File: src/rtl/tri_rr_sched_pkg.sv
// Shared types for the tri_rr_sched round-robin scheduler.
//   state_e : scheduler FSM state encoding (IDLE=0, BUSY=1)
package tri_rr_sched_pkg;

  typedef enum logic {
    StIdle = 1'b0,
    StBusy = 1'b1
  } state_e;

endpackage

File: src/rtl/tri_rr_pick.sv
// Combinational rotating-priority picker.
// Scans the request vector starting at i_ptr and wrapping upward; the first set bit wins.
//   i_req    : level requests, bit i = requester i
//   i_ptr    : highest-priority requester index for this pick
//   o_onehot : one-hot winner (zero when nothing requests)
//   o_id     : encoded winner index (0 when nothing requests)
//   o_any    : at least one request present
module tri_rr_pick #(
  parameter int unsigned REQ_N    = 4,
  parameter int unsigned ID_WIDTH = 2
) (
  input  logic [REQ_N-1:0]    i_req,
  input  logic [ID_WIDTH-1:0] i_ptr,
  output logic [REQ_N-1:0]    o_onehot,
  output logic [ID_WIDTH-1:0] o_id,
  output logic                o_any
);

  always_comb begin
    int unsigned w_idx;
    w_idx    = 0;
    o_onehot = '0;
    o_id     = '0;
    o_any    = 1'b0;
    for (int unsigned k = 0; k < REQ_N; k++) begin
      w_idx = (int'(i_ptr) + k) % REQ_N;
      if (!o_any && i_req[w_idx]) begin
        o_any           = 1'b1;
        o_onehot[w_idx] = 1'b1;
        o_id            = ID_WIDTH'(w_idx);
      end
    end
  end

endmodule

File: src/rtl/tri_rr_sched.sv
// Round-robin scheduler that shares one multi-cycle datapath resource among REQ_N requesters.
// Grants one requester at a time, pulses o_rsc_start on the first grant cycle and holds the
// grant until i_rsc_done; a busy-cycle watchdog forces release and sets a sticky error.
//   i_clk, i_rst_n   : clock, asynchronous active-low reset
//   i_enable         : allow new grants
//   i_req            : level requests, bit i = requester i
//   o_gnt            : registered one-hot grant
//   o_gnt_vld        : any grant active
//   o_gnt_id         : encoded granted index (0 when idle)
//   o_rsc_start      : one-cycle pulse on the first cycle of each grant
//   i_rsc_done       : resource completion, only looked at while busy
//   o_timeout_err    : sticky forced-release flag
//   i_err_clr        : clears o_timeout_err (a simultaneous timeout wins)
module tri_rr_sched
  import tri_rr_sched_pkg::*;
#(
  parameter int unsigned REQ_N     = 4,
  parameter int unsigned ID_WIDTH  = 2,
  parameter int unsigned HOLD_MAX  = 15,
  parameter int unsigned CNT_WIDTH = 4
) (
  input  logic                i_clk,
  input  logic                i_rst_n,
  input  logic                i_enable,
  input  logic [REQ_N-1:0]    i_req,
  output logic [REQ_N-1:0]    o_gnt,
  output logic                o_gnt_vld,
  output logic [ID_WIDTH-1:0] o_gnt_id,
  output logic                o_rsc_start,
  input  logic                i_rsc_done,
  output logic                o_timeout_err,
  input  logic                i_err_clr
);

  state_e                r_state, w_state_nxt;
  logic [ID_WIDTH-1:0]   r_ptr, w_ptr_nxt;
  logic [CNT_WIDTH-1:0]  r_busy_cnt, w_busy_cnt_nxt;
  logic [REQ_N-1:0]      r_gnt, w_gnt_nxt;
  logic [ID_WIDTH-1:0]   r_gnt_id, w_gnt_id_nxt;
  logic                  r_gnt_vld, w_gnt_vld_nxt;
  logic                  r_start, w_start_nxt;
  logic                  r_err, w_err_nxt;

  logic [REQ_N-1:0]      w_pick_onehot;
  logic [ID_WIDTH-1:0]   w_pick_id;
  logic                  w_pick_any;
  logic                  w_grant, w_release, w_timeout, w_cnt_hit;

  tri_rr_pick #(
    .REQ_N    (REQ_N),
    .ID_WIDTH (ID_WIDTH)
  ) u_pick (
    .i_req    (i_req),
    .i_ptr    (r_ptr),
    .o_onehot (w_pick_onehot),
    .o_id     (w_pick_id),
    .o_any    (w_pick_any)
  );

  assign w_cnt_hit = (r_busy_cnt == CNT_WIDTH'(HOLD_MAX));
  assign w_grant   = (r_state == StIdle) && i_enable && w_pick_any;
  // Done on the HOLD_MAX cycle is a normal release, so done masks the timeout.
  assign w_release = (r_state == StBusy) && (i_rsc_done || w_cnt_hit);
  assign w_timeout = (r_state == StBusy) && !i_rsc_done && w_cnt_hit;

  // State register
  always_ff @(posedge i_clk or negedge i_rst_n) begin
    if (!i_rst_n) begin
      r_state <= StIdle;
    end else begin
      r_state <= w_state_nxt;
    end
  end

  // Next-state logic
  always_comb begin
    w_state_nxt = r_state;
    unique case (r_state)
      StIdle:  if (w_grant)   w_state_nxt = StBusy;
      StBusy:  if (w_release) w_state_nxt = StIdle;
      default: w_state_nxt = StIdle;
    endcase
  end

  // Output / datapath next values; every output is registered below.
  always_comb begin
    w_gnt_nxt      = r_gnt;
    w_gnt_id_nxt   = r_gnt_id;
    w_gnt_vld_nxt  = r_gnt_vld;
    w_start_nxt    = w_grant;
    w_busy_cnt_nxt = r_busy_cnt;
    w_ptr_nxt      = r_ptr;
    w_err_nxt      = r_err;

    if (w_grant) begin
      w_gnt_nxt      = w_pick_onehot;
      w_gnt_id_nxt   = w_pick_id;
      w_gnt_vld_nxt  = 1'b1;
      w_busy_cnt_nxt = '0;
    end else if (w_release) begin
      w_gnt_nxt     = '0;
      w_gnt_id_nxt  = '0;
      w_gnt_vld_nxt = 1'b0;
      w_ptr_nxt     = (r_gnt_id == ID_WIDTH'(REQ_N - 1)) ? '0 : r_gnt_id + ID_WIDTH'(1);
    end else if (r_state == StBusy && r_busy_cnt != '1) begin
      w_busy_cnt_nxt = r_busy_cnt + CNT_WIDTH'(1);
    end

    if (w_timeout) begin
      w_err_nxt = 1'b1;
    end else if (i_err_clr) begin
      w_err_nxt = 1'b0;
    end
  end

  always_ff @(posedge i_clk or negedge i_rst_n) begin
    if (!i_rst_n) begin
      r_gnt      <= '0;
      r_gnt_id   <= '0;
      r_gnt_vld  <= 1'b0;
      r_start    <= 1'b0;
      r_busy_cnt <= '0;
      r_ptr      <= '0;
      r_err      <= 1'b0;
    end else begin
      r_gnt      <= w_gnt_nxt;
      r_gnt_id   <= w_gnt_id_nxt;
      r_gnt_vld  <= w_gnt_vld_nxt;
      r_start    <= w_start_nxt;
      r_busy_cnt <= w_busy_cnt_nxt;
      r_ptr      <= w_ptr_nxt;
      r_err      <= w_err_nxt;
    end
  end

  assign o_gnt         = r_gnt;
  assign o_gnt_id      = r_gnt_id;
  assign o_gnt_vld     = r_gnt_vld;
  assign o_rsc_start   = r_start;
  assign o_timeout_err = r_err;

endmodule

File: config.mk
export PLATFORM = sky130hd
export DESIGN_NAME = tri_rr_sched
export DESIGN_NICKNAME = d
export VERILOG_FILES = /design/src/rtl/tri_rr_sched_pkg.sv /design/src/rtl/tri_rr_pick.sv /design/src/rtl/tri_rr_sched.sv
export SDC_FILE = /design/constraint.sdc
export NUM_CORES = 1
export LEC_CHECK = 0
export CORE_AREA = 2 2 59 61
export CTS_BUF_LIST = sky130_fd_sc_hd__clkbuf_8
export DETAILED_ROUTE_END_ITERATION = 16
export DIE_AREA = 0 0 61 63
export PLACE_DENSITY = 0.62
export REMOVE_ABC_BUFFERS = 1
export SYNTH_ARGS = -nofsm -noshare
export SYNTH_HDL_FRONTEND = slang
export SYNTH_SLANG_ARGS = --single-unit
File: constraint.sdc
create_clock -name i_clk -period 4.2 [get_ports i_clk]
set_input_delay 0.84 -clock i_clk [delete_from_list [all_inputs] [get_ports i_clk]]
set_output_delay 0.84 -clock i_clk [all_outputs]
set_load 0.02 [all_outputs]
==> impl_metrics.ini <==
[synthesis]
synth.top_cell.area_share = 0.320
synth_cell_types = 41
synth_cells = 130
synth_edf_count = 0
ys.flop_type = dfrtp_1
ys_async_sr_fraction = 1.00
yosys.area.top_type = dfrtp_1
synth-seq-area-share = 0.320
syn-cell-area_mm2 = 0.00125
avgSynthCellArea_um2 = 9.61
synth_warnings = 0
synth-seq-cells = 16
synthTopCellsByArea = dfrtp_1, ha_1, o211ai_1

[route]
viasPerCell = 5.49
wl_per_cell_um = 13.9
drtPass1Iterations = 4
dr_total_vias = 1044
wl_um = 2640
drt-initial-drc-count = 45
detail-route-antenna-nets = 0
drc = 0

[critical_path]
worstPathArrival_ns = 2.75
critPathRequiredTime_ns = 4.32
rr_startpoint = r_ptr[0]$_DFFE_PN0P_
startpoint = i_req[3]
path_max_fanout = 13
cp-end-kind = flip-flop
cp-start-kind = input port
critPathKind = in -> reg

[die]
die_area_mm2 = 0.00384
core-area_mm2 = 0.00323
die-height_um = 63
num_rows = 21
io_pins = 18
die_x_um = 61
start_util = 0.387

[global_route]
grt_max_degree = 27
overflow = 0
grt_pass1_wl_um = 4710
antenna_found_initial = 0
grt_pass1_vias = 964
grt_use_total = 0.159

[final_layout]
fin_nets = 164
fin_util = 0.465
antenna_cells = 0
final_cells = 190
syn_to_final_growth_pct = 20.1
drive_gt1_frac = 0.0972

[clocking]
cts_tree = yes
htreeDepth = 1
clk-insertion-delay-late_ns = 0.25
cts_sinks = 16
cts_root_buffer = clkbuf_8
cts_setup_buffers = 0
cts_resized = 0
ctsHoldBuffers = 0
cts_max_path_buffers = 2
numCtsBuffers = 3
cts.clk_slew.worst_paths_ns = 0.06

[job]
cap_violations = 0

[placed_design]
place_ws_ns = 1.32
placed_cells = 186
hpwl_um = 2040
port_buffers = 17
gp_congestion = 0.868

[worst_hold_path]
hold_class = reg -> reg
hold_start = o_gnt_vld$_DFFE_PN0P_

[sta]
slew_viol_final = 0
fin_setup_tns_ns = 0
min_period_over_period = 0.627
worst_slack_ns = 1.57
max_freq_ghz = 0.380
final-hold-violation-count = 0
setup_viol = 0
tightest_slew_ns = 0.771
slew-limit-headroom = 0.483
finalHoldWorstSlack_ns = 0.475
rsz0062_at_grt = no
period_minus_slack_ns = 2.63
finClkSkew_ns = 0.00526

[power_and_ir_drop]
p_per_area_mw_per_mm2 = 602
p_leak_uw = 0.000589
vdd_drop_max_mv = 0.290

[run_status]
status = finished clean
## synth_stat cells, types with 4 or more instances
master,number
o21ai_0,4
a31o_1,4
inv_1,4
buf_2,7
nand2_1,10
nand3_1,11
o211ai_1,8
nand2b_1,6
nor2_1,4
a221oi_1,4
dfrtp_1,16
ha_1,10
o22ai_1,5
## state kept, by name, indices dropped and copies added (netlist names)
name and count:
o_gnt 4, r_busy_cnt 4, o_gnt_id 2, r_ptr 2, o_gnt_vld 1, o_rsc_start 1
o_timeout_err 1, r_state 1
## metal layers
metal	wire length (um)	GRT usage
met4	35	0.0489
met3	123	0.0186
met1	1220	0.229
met2	1260	0.246
met5	0	0
## cells by family after synthesis
kind of cell             Yosys count  synth area share
buffers and inverters             13            0.0460
multiplexers                       9            0.0891
AO/OA/AOI/OAI                     37             0.245
adder cells (fa/ha/maj)           10             0.100
AND/OR/NAND/NOR                   43             0.185
flip-flops                        16             0.320
XOR/XNOR                           2            0.0140
## final timing paths
path	endpoint	slack (ns)	cells after the start
min	o_gnt_vld$_DFFE_PN0P_	0.48	2
max in group asynchronous	r_busy_cnt[2]$_DFFE_PN0P_	2.76	1
max reg2reg	o_gnt[0]$_DFFE_PN0P_	1.79	7
min reg2reg	o_gnt_vld$_DFFE_PN0P_	0.48	2
max	o_gnt[0]$_DFFE_PN0P_	1.57	6
min in group asynchronous	o_timeout_err$_DFFE_PN0P_	1.00	1
## final cells by class
| cell class | instances | area (um^2) |
|---|---|---|
| clock buffers | 4 | 55.1 |
| fillers | 310 | 1730 |
| inverters | 5 | 18.8 |
| multi-input cells | 101 | 792 |
| flip-flops and latches | 16 | 400 |
| well taps | 46 | 57.6 |
| repair buffers | 18 | 178 |
## power breakdown
| group | total, uW | leakage [uW] | internal, uW | switching [uW] |
|---|---|---|---|---|
| clock | 133 | 0.0000288 | 83.1 | 49.7 |
| sequential | 240 | 0.000206 | 198 | 41.9 |
| combinational | 532 | 0.000354 | 237 | 295 |
## stage by stage
stage          total power [uW]  area (um^2)
2_1_floorplan               614         1210
3_3_place_gp                765         1450
3_5_place_dp                771         1450
4_1_cts                     907         1500
5_1_grt                     984         1500
6_report                    904         1500
## cell usage in the layout (no fill, tap or decap), types with 3 or more instances in the layout
cell type         n
a31o_1            4
clkbuf_8          4
nand2_1          10
nand3_1          11
inv_1             4
nand2b_1          6
nor2_1            4
mux2i_1           3
dfrtp_1          16
o22ai_1           5
clkdlybuf4s50_1  17
a221oi_1          4
o21ai_0           4
ha_1             10
o211ai_1          8
## worst max-delay path, stage by stage
cell and delay, ns:
clkdlybuf4s50_1 0.57, nor4_1 0.44, or2_1 0.45, inv_2 0.21, o211ai_1 0.13, o211ai_1 0.11
(Power assumes the default switching activity.)
